**src/rtl/boot_pkg.sv**
```systemverilog
// rtl/boot_pkg.sv - shared constants, widths and state encoding for the UART boot loader
package boot_pkg;

    localparam logic [7:0] BOOT_MAGIC = 8'hB0;
    localparam int         LEN_W      = 16;
    localparam int         BIDX_W     = 2;

`ifdef BOOT_CHKSUM_EN
    typedef enum logic [2:0] {
        ST_WAIT_MAGIC = 3'd0,
        ST_LEN_LO     = 3'd1,
        ST_LEN_HI     = 3'd2,
        ST_DATA       = 3'd3,
        ST_CHK        = 3'd4,
        ST_RUN        = 3'd5,
        ST_ERR        = 3'd6
    } boot_state_e;
`else
    typedef enum logic [2:0] {
        ST_WAIT_MAGIC = 3'd0,
        ST_LEN_LO     = 3'd1,
        ST_LEN_HI     = 3'd2,
        ST_DATA       = 3'd3,
        ST_RUN        = 3'd5,
        ST_ERR        = 3'd6
    } boot_state_e;
`endif

    // Bits needed for a counter that must reach timeout-1.
    function automatic int to_width(input int timeout);
        return (timeout > 1) ? $clog2(timeout) : 1;
    endfunction

endpackage

```
**src/rtl/boot_word_asm.sv**
```systemverilog
// rtl/boot_word_asm.sv - packs four little-endian bytes into a word and pulses word_valid
module boot_word_asm
    import boot_pkg::*;
(
    input  logic        clk,
    input  logic        clr,
    input  logic        flush,
    input  logic        byte_valid,
    input  logic [7:0]  byte_data,
    output logic        word_valid,
    output logic [31:0] word_data
);

    logic [BIDX_W-1:0] bidx_q, bidx_d;
    logic [23:0]       sh_q, sh_d;
    logic [31:0]       word_q, word_d;
    logic              valid_q, valid_d;

    always_comb begin
        bidx_d  = bidx_q;
        sh_d    = sh_q;
        word_d  = word_q;
        valid_d = 1'b0;
        if (flush) begin
            bidx_d = '0;
            sh_d   = '0;
        end else if (byte_valid) begin
            // Earlier bytes shift down so the first one ends up in bits 7:0.
            if (bidx_q == BIDX_W'(3)) begin
                word_d  = {byte_data, sh_q};
                valid_d = 1'b1;
                bidx_d  = '0;
            end else begin
                sh_d   = {byte_data, sh_q[23:8]};
                bidx_d = bidx_q + BIDX_W'(1);
            end
        end
    end

    always_ff @(posedge clk or posedge clr) begin
        if (clr) begin
            bidx_q  <= '0;
            sh_q    <= '0;
            word_q  <= '0;
            valid_q <= 1'b0;
        end else begin
            bidx_q  <= bidx_d;
            sh_q    <= sh_d;
            word_q  <= word_d;
            valid_q <= valid_d;
        end
    end

    assign word_valid = valid_q;
    assign word_data  = word_q;

endmodule

```
**src/rtl/uart_boot_loader.sv**
```systemverilog
// rtl/uart_boot_loader.sv - loads a length-prefixed program from UART bytes into IMEM, then releases the core
// Optional trailing XOR checksum byte enabled by macro BOOT_CHKSUM_EN.
module uart_boot_loader
    import boot_pkg::*;
#(
    parameter int IMEM_DEPTH   = 256,
    parameter int BYTE_TIMEOUT = 1000000
) (
    input  logic        clk,
    input  logic        clr,
    input  logic [7:0]  rx_data,
    input  logic        rx_ready,
    output logic        imem_we,
    output logic [31:0] imem_waddr,
    output logic [31:0] imem_wdata,
    output logic        cpu_clr,
    output logic        boot_done,
    output logic        err
);

    localparam int              TO_W    = to_width(BYTE_TIMEOUT);
    localparam logic [TO_W-1:0] TO_LAST = TO_W'(BYTE_TIMEOUT - 1);

    boot_state_e      state_q, state_d;
    logic [LEN_W-1:0] len_q, len_d;
    logic [LEN_W-1:0] widx_q, widx_d;
    logic [TO_W-1:0]  to_q, to_d;
`ifdef BOOT_CHKSUM_EN
    logic [7:0]       xor_q, xor_d;
`endif

    logic             word_valid;
    logic [31:0]      word_data;
    logic             timing;
    logic             expired;
    logic [LEN_W-1:0] new_len;

    boot_word_asm u_word_asm (
        .clk        (clk),
        .clr        (clr),
        .flush      (state_q != ST_DATA),
        .byte_valid (rx_ready && (state_q == ST_DATA)),
        .byte_data  (rx_data),
        .word_valid (word_valid),
        .word_data  (word_data)
    );

    assign new_len = {rx_data, len_q[7:0]};

`ifdef BOOT_CHKSUM_EN
    assign timing = (state_q == ST_LEN_LO) || (state_q == ST_LEN_HI) ||
                    (state_q == ST_DATA)   || (state_q == ST_CHK);
`else
    assign timing = (state_q == ST_LEN_LO) || (state_q == ST_LEN_HI) ||
                    (state_q == ST_DATA);
`endif

    // A byte landing in the expiry cycle wins over the timeout.
    assign expired = timing && !rx_ready && (to_q == TO_LAST);

    always_comb begin
        state_d = state_q;
        len_d   = len_q;
        widx_d  = widx_q;
        to_d    = '0;
`ifdef BOOT_CHKSUM_EN
        xor_d   = xor_q;
`endif
        if (timing && !rx_ready) begin
            to_d = to_q + TO_W'(1);
        end

        case (state_q)
            ST_WAIT_MAGIC: begin
                if (rx_ready && rx_data == BOOT_MAGIC) state_d = ST_LEN_LO;
            end
            ST_LEN_LO: begin
                if (rx_ready) begin
                    len_d   = {{(LEN_W-8){1'b0}}, rx_data};
                    state_d = ST_LEN_HI;
                end
            end
            ST_LEN_HI: begin
                if (rx_ready) begin
                    len_d  = new_len;
                    widx_d = '0;
`ifdef BOOT_CHKSUM_EN
                    xor_d  = '0;
`endif
                    if (new_len == '0 || int'(new_len) > IMEM_DEPTH) state_d = ST_ERR;
                    else                                             state_d = ST_DATA;
                end
            end
            ST_DATA: begin
`ifdef BOOT_CHKSUM_EN
                if (rx_ready) xor_d = xor_q ^ rx_data;
`endif
                if (word_valid) begin
                    widx_d = widx_q + LEN_W'(1);
                    if (widx_q == len_q - LEN_W'(1)) begin
`ifdef BOOT_CHKSUM_EN
                        state_d = ST_CHK;
`else
                        state_d = ST_RUN;
`endif
                    end
                end
            end
`ifdef BOOT_CHKSUM_EN
            ST_CHK: begin
                if (rx_ready) state_d = (rx_data == xor_q) ? ST_RUN : ST_ERR;
            end
`endif
            ST_RUN: begin
                state_d = ST_RUN;
            end
            ST_ERR: begin
                if (rx_ready && rx_data == BOOT_MAGIC) state_d = ST_LEN_LO;
            end
            default: state_d = ST_WAIT_MAGIC;
        endcase

        if (expired) state_d = ST_ERR;
    end

    always_ff @(posedge clk or posedge clr) begin
        if (clr) begin
            state_q <= ST_WAIT_MAGIC;
            len_q   <= '0;
            widx_q  <= '0;
            to_q    <= '0;
`ifdef BOOT_CHKSUM_EN
            xor_q   <= '0;
`endif
        end else begin
            state_q <= state_d;
            len_q   <= len_d;
            widx_q  <= widx_d;
            to_q    <= to_d;
`ifdef BOOT_CHKSUM_EN
            xor_q   <= xor_d;
`endif
        end
    end

    assign imem_we    = word_valid;
    assign imem_waddr = 32'(widx_q);
    assign imem_wdata = word_data;
    assign cpu_clr    = (state_q != ST_RUN);
    assign boot_done  = (state_q == ST_RUN);
    assign err        = (state_q == ST_ERR);

endmodule

```
**config.mk**
```make
export PLATFORM = sky130hd
export DESIGN_NAME = uart_boot_loader
export DESIGN_NICKNAME = d
export VERILOG_FILES = /design/src/rtl/boot_pkg.sv /design/src/rtl/boot_word_asm.sv /design/src/rtl/uart_boot_loader.sv
export SDC_FILE = /design/constraint.sdc
export NUM_CORES = 1
export LEC_CHECK = 0
export CORE_ASPECT_RATIO = 1.4
export CORE_MARGIN = 2
export CORE_UTILIZATION = 55
export CTS_BUF_LIST = sky130_fd_sc_hd__clkbuf_4 sky130_fd_sc_hd__clkbuf_8 sky130_fd_sc_hd__clkbuf_16
export CTS_CLUSTER_SIZE = 10
export DETAILED_ROUTE_END_ITERATION = 8
export PLACE_DENSITY_LB_ADDON = 0.05
export SLEW_MARGIN = 15
export SYNTH_ARGS = -nofsm -noshare
export SYNTH_HDL_FRONTEND = slang
export SYNTH_HIERARCHICAL = 1
export SYNTH_SLANG_ARGS = --single-unit
```
**constraint.sdc**
```tcl
create_clock -name clk -period 3.6 [get_ports clk]
set_input_delay 0.54 -clock clk [delete_from_list [all_inputs] [get_ports clk]]
set_output_delay 0.54 -clock clk [all_outputs]
set_load 0.01 [all_outputs]
```
==> flow_metrics.env, run 1 <==
export IMPL_outcome="completed"
export IMPL_design_area_mm2=0.007134
export IMPL_cts_sinks=114
export IMPL_die_area_mm2=0.01153
export IMPL_crit_slowest_cell="or4_4"
export IMPL_p_int_w=0.002961
export IMPL_final_cell_count_no_fill=770
export IMPL_switching_power_w=0.001236
export IMPL_area_growth_pct=21.55
export IMPL_overflow=0
export IMPL_clk_latency_ns=0.41
export IMPL_die_y_um=126.2
export IMPL_ant_nets=0
export IMPL_fin_util=0.6857
export IMPL_vias=4293
export IMPL_root_buffer="clkbuf_16"
export IMPL_ir_drop_uv=391.0
export IMPL_switching_share=0.2946
export IMPL_synthFlopType="dfrtp_1"
export IMPL_grt_max_degree=39
export IMPL_dp_cells=739
export IMPL_tns_ns=0
export IMPL_placed_area_mm2=0.006504
export IMPL_post_cts_resized=0
export IMPL_synth_cell_type_count=63
export IMPL_core_mm2=0.01041
export IMPL_slew_headroom=0.3852
export IMPL_numCtsBuffers=17
export IMPL_worst_hold_path_type="flip-flop to flip-flop"
export IMPL_row_count=44
export IMPL_end_kind="flip-flop"
export IMPL_rsz0062_at_grt="no"
export IMPL_cts_hold_buffers=0
export IMPL_synth_most_common_cell="dfrtp_1"
export IMPL_crit_start="len_q[0]"
export IMPL_slowest_delay_ns=0.57
export IMPL_pwr_share_clk=0.424
export IMPL_required_ns=3.89
export IMPL_timing_critical_path_max_delay_family="simple AND/OR/NAND/NOR gates"
export IMPL_gp_congestion=0.9058
export IMPL_clockBufferDepth=2
export IMPL_grt_pass1_vias=4356
export IMPL_ioPinCount=79
export IMPL_post_cts_setup_buffers=0
export IMPL_via_per_inst=5.575
export IMPL_leakagePower_nw=3.169
export IMPL_cp_start_kind="flip-flop"
export IMPL_hpwl_um=8855
export IMPL_ys_ff_latch=114
export IMPL_grt_usage=0.2380
export IMPL_synthAdderAreaFrac=0.01066
export IMPL_path_max_fanout=12
export IMPL_die_w_um=91.31
export IMPL_pwr_share_comb=0.201
export IMPL_synth_area_mux_share=0.09849
export IMPL_dr_pass1_iters=4
export IMPL_antenna_found_initial=0
export IMPL_num_antenna_cells=0
export IMPL_yosys_area_share_simple=0.1827
export IMPL_netlist_area_leader_share=0.4860
export IMPL_async_flop_share=1.000
export IMPL_yosys_area_share_xor_xnor=0.08058
export IMPL_critPathKind="flip-flop to flip-flop"
export IMPL_hp_start="to_q[0]"
export IMPL_ys_top_cells_by_count="dfrtp_1, nand2_1, nor2_1"
export IMPL_timing_rr_start="len_q[0]"
export IMPL_grt_pass1_wl_um=21680
export IMPL_finalMaxSlewViolations=0
export IMPL_wl_per_cell_um=16.85
export IMPL_cts_tree="yes"
export IMPL_synth_cell_area_mm2=0.005869
export IMPL_drc=0
export IMPL_path_clk_slew_ns=0.05
export IMPL_p_total_w=0.004197
export IMPL_crit_buf_inv=1
export IMPL_drive_gt1_frac=0.1408
export IMPL_nNetsFinal=636
export IMPL_cts_max_level=4
export IMPL_synth_area_top_cells="dfrtp_1, mux2_4, nand2_1"
export IMPL_wl_um=12970
export IMPL_synth_compound_area_share=0.07930
export IMPL_cp_arrival_ns=3.44
export IMPL_initial_core_util=0.5641
export IMPL_setup_viol_count_final=0
export IMPL_cap_violations=0
export IMPL_fillers=790
export IMPL_synth_cells=561
export IMPL_worstPathCellList="inv_1, ha_1, or3b_1, or4_4, a22oi_2, o211ai_2, nor4_4, nor2_1, o311a_1"
export IMPL_syn_avg_cell_area_um2=10.46
export IMPL_synth_top_area_cell="dfrtp_1"
export IMPL_ys_warn_count=6
export IMPL_fmax_mhz=317.9
export IMPL_worstMarginPinSlew_ns=0.9222
export IMPL_synth_top_family_by_area="simple AND/OR/NAND/NOR gates"
export IMPL_seqPwrFrac=0.375
export IMPL_synth_edf_count=0
export IMPL_cellPowerDensity_mw_per_mm2=588.3
export IMPL_hold_viol=0
export IMPL_port_buffers=62
export IMPL_yosysSeqAreaShare=0.4860
export IMPL_finClkSkew_ns=0.01410
export IMPL_period_share=0.8737
export IMPL_period_needed_ns=3.145
export IMPL_drt_initial_drc_count=200
[layout by cell type (no fill, tap or decap), types with 4 or more instances in the layout]
cell,netlist,layout
nor3_1,9,9
a22o_1,8,8
o21ai_0,6,6
or3_1,5,5
clkdlybuf4s50_1,0,62
xnor2_1,27,27
or4_1,5,5
inv_1,14,12
nand2_1,73,73
mux2_1,7,7
nand3_1,17,17
and3_1,5,5
dfrtp_1,114,114
and2_1,8,8
conb_1,1,16
clkinv_2,0,4
nand4_1,9,9
nor2_1,51,51
buf_4,17,10
ha_1,5,5
clkbuf_16,0,17
bufinv_16,0,4
nand2b_1,4,4
a21oi_1,25,25
a21oi_2,4,4
o21ai_1,4,4
mux2_4,29,29
nor4_1,10,10
xor2_1,27,27
[sequential cells by signal, summed over array words and instances, names as in the netlist]
name	count
state_q	3
u_word_asm/bidx_q	2
u_word_asm/word_valid	1
widx_q	16
u_word_asm/word_data	32
to_q	20
len_q	16
u_word_asm/sh_q	24
[final timing paths]
path	to	slack, ns	cells past startpoint
max reg2reg	state_q[0]	0.45	9
max	state_q[0]	0.45	9
min in group asynchronous	to_q[18]	0.49	2
max in group asynchronous	len_q[7]	2.27	3
min reg2reg	to_q[0]	0.46	1
min	to_q[0]	0.46	1
[through the flow]
step	worst slack, ns	hold WS (ns)
floorplan	0.8669	0.4239
global placement	0.5953	0.4389
detailed placement	0.4774	0.4559
CTS	0.4516	0.4611
global route	0.2735	0.4749
finish	0.4547	0.4555
[power by group through the flow]
stage | Combinational, W | Sequential, W | Clock (W)
2_1_floorplan | 0.000746 | 0.00147 | 0
3_3_place_gp | 0.000811 | 0.00158 | 0
3_5_place_dp | 0.000835 | 0.00159 | 0
4_1_cts | 0.000844 | 0.00157 | 0.00181
5_1_grt | 0.000924 | 0.00159 | 0.00187
6_report | 0.000843 | 0.00157 | 0.00178
[cells by family (layout without fill, tap and decap cells)]
group                      count (synthesis)  count (layout)
buffers and inverters                     62             118
muxes                                     42              42
AOI/OAI and AO/OA                         68              68
DFF                                      114             114
and+or+nand+nor                          215             215
xor gates and xnor gates                  54              54
other                                      1              16
adders and majority gates                  5               5
[area by class of cell]
class / instances / area [um^2] / area share
Clock inverter: 10 / 156.4 / 0.02192
Timing Repair Buffer: 72 / 695.7 / 0.09751
Sequential cell: 114 / 2853 / 0.3999
Tap cell: 138 / 172.7 / 0.02420
Clock buffer: 21 / 474.2 / 0.06647
Inverter: 15 / 56.30 / 0.007892
Multi-Input combinational cell: 400 / 2726 / 0.3821
[per-layer routing]
| metal | vias up | track usage | wire [um] |
|---|---|---|---|
| li1 | 2013 | - | - |
| met1 | 2157 | 0.2758 | 5174 |
| met2 | 98 | 0.4131 | 7018 |
| met3 | 25 | 0.05024 | 487 |
| met4 | 0 | 0.1230 | 291 |
| met5 | - | 0 | 0 |
Power figures use the tool's default switching activity.
==> run 2, diff against run 1 <==
--- a/config.mk
+++ b/config.mk
@@ -5,9 +5,11 @@
 export SDC_FILE = /design/constraint.sdc
 export NUM_CORES = 1
 export LEC_CHECK = 0
+export CELL_PAD_IN_SITES_DETAIL_PLACEMENT = 1
+export CELL_PAD_IN_SITES_GLOBAL_PLACEMENT = 2
 export CORE_ASPECT_RATIO = 1.4
 export CORE_MARGIN = 2
-export CORE_UTILIZATION = 55
+export CORE_UTILIZATION = 25
 export CTS_BUF_LIST = sky130_fd_sc_hd__clkbuf_4 sky130_fd_sc_hd__clkbuf_8 sky130_fd_sc_hd__clkbuf_16
 export CTS_CLUSTER_SIZE = 10
 export DETAILED_ROUTE_END_ITERATION = 8
==> run 2 against run 1 <==
  * Total power increased by 3.4%
  * Non-clock buffer count increased by 3
  * Fmax increased by 0.83%
  * Global-route usage decreased by 9.1 points
  * Sequential power about the same
  * Critical path type unchanged
  * Critical endpoint unchanged
  * Largest power group unchanged
==> flow_metrics.env, run 2 (same netlist as run 1, synthesis figures left out) <==
export IMPL_dp_cells=910
export IMPL_wl_per_cell_um=18.07
export IMPL_clockBufferDepth=2
export IMPL_hpwl_um=12060
export IMPL_cts_sinks=114
export IMPL_required_ns=3.90
export IMPL_multi_input_area_mm2=0.002726
export IMPL_via_per_inst=4.541
export IMPL_placed_area_mm2=0.006749
export IMPL_cts_hold_buffers=0
export IMPL_dr_pass1_iters=4
export IMPL_cp_arrival_ns=3.42
export IMPL_finClkSkew_ns=0.006517
export IMPL_crit_slowest_cell="or4_4"
export IMPL_gp_congestion=0.8091
export IMPL_drive_gt1_frac=0.1449
export IMPL_post_cts_setup_buffers=0
export IMPL_switching_power_w=0.001354
export IMPL_fin_util=0.3196
export IMPL_row_count=66
export IMPL_die_y_um=185.3
export IMPL_path_max_fanout=12
export IMPL_grt_usage=0.1465
export IMPL_ioPinCount=79
export IMPL_vias=4273
export IMPL_initial_core_util=0.2538
export IMPL_hold_viol=0
export IMPL_cap_violations=0
export IMPL_final_cell_mix="dfrtp_1, nand2_1, clkdlybuf4s50_1"
export IMPL_timing_critical_path_max_delay_family="simple AND/OR/NAND/NOR gates"
export IMPL_core_mm2=0.02312
export IMPL_drt_initial_drc_count=123
export IMPL_finalMaxSlewViolations=0
export IMPL_critPathKind="flip-flop to flip-flop"
export IMPL_clk_latency_ns=0.42
export IMPL_cts_max_level=4
export IMPL_hp_start="to_q[0]"
export IMPL_p_int_w=0.002985
export IMPL_setup_viol_count_final=0
export IMPL_regToRegSetupSlack_ns=0.48
export IMPL_drc=0
export IMPL_grt_pass1_wl_um=27380
export IMPL_slowest_delay_ns=0.57
export IMPL_timing_rr_start="len_q[0]"
export IMPL_final_cell_count_no_fill=941
export IMPL_nNetsFinal=639
export IMPL_period_share=0.8665
export IMPL_fillers=2589
export IMPL_worstMarginPinSlew_ns=0.7477
export IMPL_largest_reg_flops=32
export IMPL_area_growth_pct=25.90
export IMPL_path_clk_slew_ns=0.06
export IMPL_pwr_share_comb=0.205
export IMPL_seqPwrFrac=0.363
export IMPL_wl_um=17000
export IMPL_slew_headroom=0.5008
export IMPL_worstPathCellList="inv_1, ha_1, or3b_1, or4_4, a22oi_2, o211ai_2, nor4_4, nor2_1, o311a_1"
export IMPL_period_needed_ns=3.119
export IMPL_crit_reg2reg_capture="state_q[0]"
export IMPL_holdPathStages=1
export IMPL_root_buffer="clkbuf_16"
export IMPL_die_w_um=133.5
export IMPL_design_area_mm2=0.007390
export IMPL_end_kind="flip-flop"
export IMPL_cellPowerDensity_mw_per_mm2=587.2
export IMPL_cts_tree="yes"
export IMPL_rsz0062_at_grt="no"
export IMPL_die_area_mm2=0.02474
export IMPL_numCtsBuffers=17
export IMPL_overflow=0
export IMPL_pwr_share_clk=0.432
export IMPL_r2r_cells=9
export IMPL_fmax_mhz=320.6
export IMPL_grt_max_degree=31
export IMPL_leakagePower_nw=3.178
export IMPL_antenna_found_initial=0
export IMPL_grt_pass1_vias=4796
export IMPL_tns_ns=0
export IMPL_worst_hold_path_type="flip-flop to flip-flop"
export IMPL_ir_drop_uv=351.7
export IMPL_seqCellArea_mm2=0.002853
export IMPL_hold_path_end="to_q[0]"
export IMPL_outcome="completed"
export IMPL_mostFrequentLayoutCell="dfrtp_1"
export IMPL_cp_start_kind="flip-flop"
export IMPL_port_buffers=62
export IMPL_post_cts_resized=0
export IMPL_crit_buf_inv=1
export IMPL_ant_nets=0
export IMPL_num_antenna_cells=0
export IMPL_switching_share=0.3120
-- run 2: area by class of cell --
class,count,area share
timing repair buffer,75,0.09888
multi-input combinational,400,0.3689
sequential,114,0.3860
clock buffer,18,0.05858
tap,306,0.05181
clock inverter,13,0.02811
inverter,15,0.007619
-- run 2: per-layer routing --
| metal | global-route usage | share of wire | wire length [um] | vias to the layer above |
|---|---|---|---|---|
| met4 | 0.06085 | 0.024 | 403 | 0 |
| li1 | - | - | - | 2027 |
| met3 | 0.03284 | 0.026 | 447 | 24 |
| met5 | 0 | 0 | 0 | - |
| met1 | 0.1634 | 0.42 | 7120 | 2158 |
| met2 | 0.2680 | 0.53 | 9029 | 64 |
-- run 2: worst max path at each step --
stage / startpoint / endpoint / slack [ns] / cells after the start
2_1_floorplan: len_q[4] / state_q[0] / 0.87 / 9
3_3_place_gp: len_q[0] / state_q[0] / 0.55 / 9
3_5_place_dp: len_q[0] / state_q[0] / 0.47 / 9
4_1_cts: len_q[0] / state_q[0] / 0.45 / 9
5_1_grt: len_q[0] / state_q[0] / 0.27 / 9
6_report: len_q[0] / state_q[0] / 0.48 / 9
-- run 2: power groups by stage --
stage / clock (W) / combinational, W / sequential, W
after floorplan: 0 / 0.000746 / 0.00147
after global placement: 0 / 0.000894 / 0.00159
after detailed placement: 0 / 0.000906 / 0.00160
after CTS: 0.00194 / 0.000910 / 0.00158
after global routing: 0.00199 / 0.000990 / 0.00160
final: 0.00187 / 0.000888 / 0.00158
-- run 2: per-stage QoR --
step	hold slack [ns]	worst slack (ns)	total power [W]
global route	0.4702	0.2662	0.004579
floorplan	0.4239	0.8669	0.002220
global placement	0.4361	0.5520	0.002485
detailed placement	0.4505	0.4676	0.002506
finish	0.4646	0.4807	0.004339
CTS	0.4662	0.4471	0.004427
-- run 2: worst reg2reg max path: cells and delay by family (launching register included) --
kind            cells  cell delay, ns
buf+inv             1            0.13
fa+ha+maj           1            0.25
compound gates      3            0.64
simple gates        4            1.56
flops               1            0.42
==> run 3, diff against run 2 <==
==> constraint.sdc (replaced) <==
create_clock -name clk -period 3.56 [get_ports clk]
set_input_delay 0.534 -clock clk [delete_from_list [all_inputs] [get_ports clk]]
set_output_delay 0.534 -clock clk [all_outputs]
set_load 0.01 [all_outputs]
==> run 3 against run 2 <==
  * Combinational power up 0.5%
  * Flip-flop and latch count stayed put
  * Sequential power about the same
  * Routed wire length fell by 2.2%
  * Utilization shrank 0.40 points
  * Sequential share of layout area rose by 0.49 points
  * Final area is 1.3% lower
  * Clock skew about the same
  * Cell count is 0.11% higher
  * Clock-buffer cell count grew 5
  * Largest cell class unchanged
==> flow_metrics.env, run 3 (same netlist as run 1, synthesis figures left out) <==
export IMPL_row_count=66
export IMPL_slew_headroom=0.3187
export IMPL_path_clk_slew_ns=0.06
export IMPL_outcome="completed"
export IMPL_hold_viol=0
export IMPL_crit_reg2reg_capture="state_q[0]"
export IMPL_drive_gt1_frac=0.1462
export IMPL_dp_cells=910
export IMPL_worstMarginPinSlew_ns=1.020
export IMPL_via_per_inst=4.539
export IMPL_grt_usage=0.1433
export IMPL_required_ns=3.87
export IMPL_dr_pass1_iters=4
export IMPL_crit_start="len_q[0]"
export IMPL_period_share=0.8704
export IMPL_final_cell_mix="dfrtp_1, nand2_1, clkdlybuf4s50_1"
export IMPL_seqPwrFrac=0.387
export IMPL_cts_sinks=114
export IMPL_cp_start_kind="flip-flop"
export IMPL_p_int_w=0.002783
export IMPL_worst_hold_path_type="flip-flop to flip-flop"
export IMPL_timing_rr_start="len_q[0]"
export IMPL_drt_initial_drc_count=184
export IMPL_die_area_mm2=0.02474
export IMPL_final_cell_count_no_fill=942
export IMPL_grt_busiest_layer="met2"
export IMPL_leakagePower_nw=3.153
export IMPL_cp_arrival_ns=3.41
export IMPL_pwr_share_comb=0.217
export IMPL_r2r_cells=9
export IMPL_post_cts_resized=0
export IMPL_port_buffers=62
export IMPL_gp_congestion=0.7617
export IMPL_grt_pass1_wl_um=26990
export IMPL_grt_pass1_vias=4858
export IMPL_cts_tree="yes"
export IMPL_clockBufferDepth=2
export IMPL_critPathKind="flip-flop to flip-flop"
export IMPL_clk_latency_ns=0.42
export IMPL_period_needed_ns=3.099
export IMPL_endpoint="state_q[0]"
export IMPL_grt_max_degree=56
export IMPL_multi_input_area_mm2=0.002726
export IMPL_tns_ns=0
export IMPL_die_y_um=185.3
export IMPL_fillers=2605
export IMPL_setup_viol_count_final=0
export IMPL_wl_per_cell_um=17.65
export IMPL_die_w_um=133.5
export IMPL_rsz0062_at_grt="no"
export IMPL_path_max_fanout=12
export IMPL_ant_nets=0
export IMPL_numCtsBuffers=17
export IMPL_nNetsFinal=639
export IMPL_wl_um=16630
export IMPL_grtUsageMet2=0.2633
export IMPL_cts_max_level=4
export IMPL_overflow=0
export IMPL_end_kind="flip-flop"
export IMPL_switching_power_w=0.001330
export IMPL_finalMaxSlewViolations=0
export IMPL_area_growth_pct=24.32
export IMPL_vias=4276
export IMPL_largest_reg_flops=32
export IMPL_hpwl_um=11830
export IMPL_pwr_share_clk=0.396
export IMPL_fmax_mhz=322.7
export IMPL_cap_violations=0
export IMPL_antenna_found_initial=0
export IMPL_core_mm2=0.02312
export IMPL_ir_drop_uv=340.5
export IMPL_post_cts_setup_buffers=0
export IMPL_root_buffer="clkbuf_16"
export IMPL_switching_share=0.3234
export IMPL_num_antenna_cells=0
export IMPL_finClkSkew_ns=0.006955
export IMPL_drc=0
export IMPL_ioPinCount=79
export IMPL_cellPowerDensity_mw_per_mm2=563.7
export IMPL_use_met1=0.1592
export IMPL_initial_core_util=0.2538
export IMPL_regToRegSetupSlack_ns=0.46
export IMPL_cts_hold_buffers=0
export IMPL_seqCellArea_mm2=0.002853
export IMPL_mostFrequentLayoutCell="dfrtp_1"
export IMPL_use_met3=0.03147
-- run 3: layout make-up --
cell class,instances,share of cell area
Multi-Input combinational cell,400,0.3736
Sequential cell,114,0.3909
Clock inverter,9,0.01149
Inverter,15,0.007716
Tap cell,306,0.05247
Timing Repair Buffer,75,0.09842
Clock buffer,23,0.06533
-- run 3: worst min-delay path by stage --
| stage | from | slack (ns) | to | cells past startpoint |
|---|---|---|---|---|
| 6_report | to_q[0] | 0.45 | to_q[0] | 1 |
| 3_3_place_gp | to_q[0] | 0.44 | to_q[0] | 1 |
| 3_5_place_dp | to_q[0] | 0.45 | to_q[0] | 1 |
| 4_1_cts | to_q[0] | 0.46 | to_q[0] | 1 |
| 2_1_floorplan | to_q[0] | 0.42 | to_q[0] | 1 |
| 5_1_grt | to_q[0] | 0.49 | to_q[0] | 1 |
-- run 3: stage by stage --
step                total power [W]  utilization  instance area, um^2  hold WS (ns)  setup slack [ns]
floorplan                  0.002245            -                 5926        0.4239            0.8269
detailed placement         0.002529       0.2913                 6736        0.4501            0.4666
finish                     0.004113       0.3156                 7297        0.4521            0.4613
global placement           0.002515       0.2913                 6736        0.4410            0.5192
global route               0.004364       0.3156                 7297        0.4855            0.3028
CTS                        0.004203       0.3156                 7297        0.4552            0.4598
-- run 3: power groups by stage --
| stage | clock, W | combinational [W] | sequential (W) |
|---|---|---|---|
| finish | 0.00163 | 0.000892 | 0.00159 |
| global route | 0.00174 | 0.00100 | 0.00162 |
| CTS | 0.00169 | 0.000915 | 0.00160 |
| detailed placement | 0 | 0.000910 | 0.00162 |
| global placement | 0 | 0.000905 | 0.00161 |
| floorplan | 0 | 0.000754 | 0.00149 |
-- run 3: metal layers --
| layer | share of wire | routed length (um) |
|---|---|---|
| met1 | 0.41 | 6890 |
| met2 | 0.53 | 8861 |
| met3 | 0.029 | 489 |
| met4 | 0.024 | 391 |
| met5 | 0 | 0 |
-- run 3: worst max-delay path: stages, from the launching register on --
cell	delay, ns
dfrtp_1	0.42
inv_1	0.12
ha_1	0.24
or3b_1	0.55
or4_4	0.57
a22oi_2	0.20
o211ai_2	0.13
nor4_4	0.36
nor2_1	0.10
o311a_1	0.29
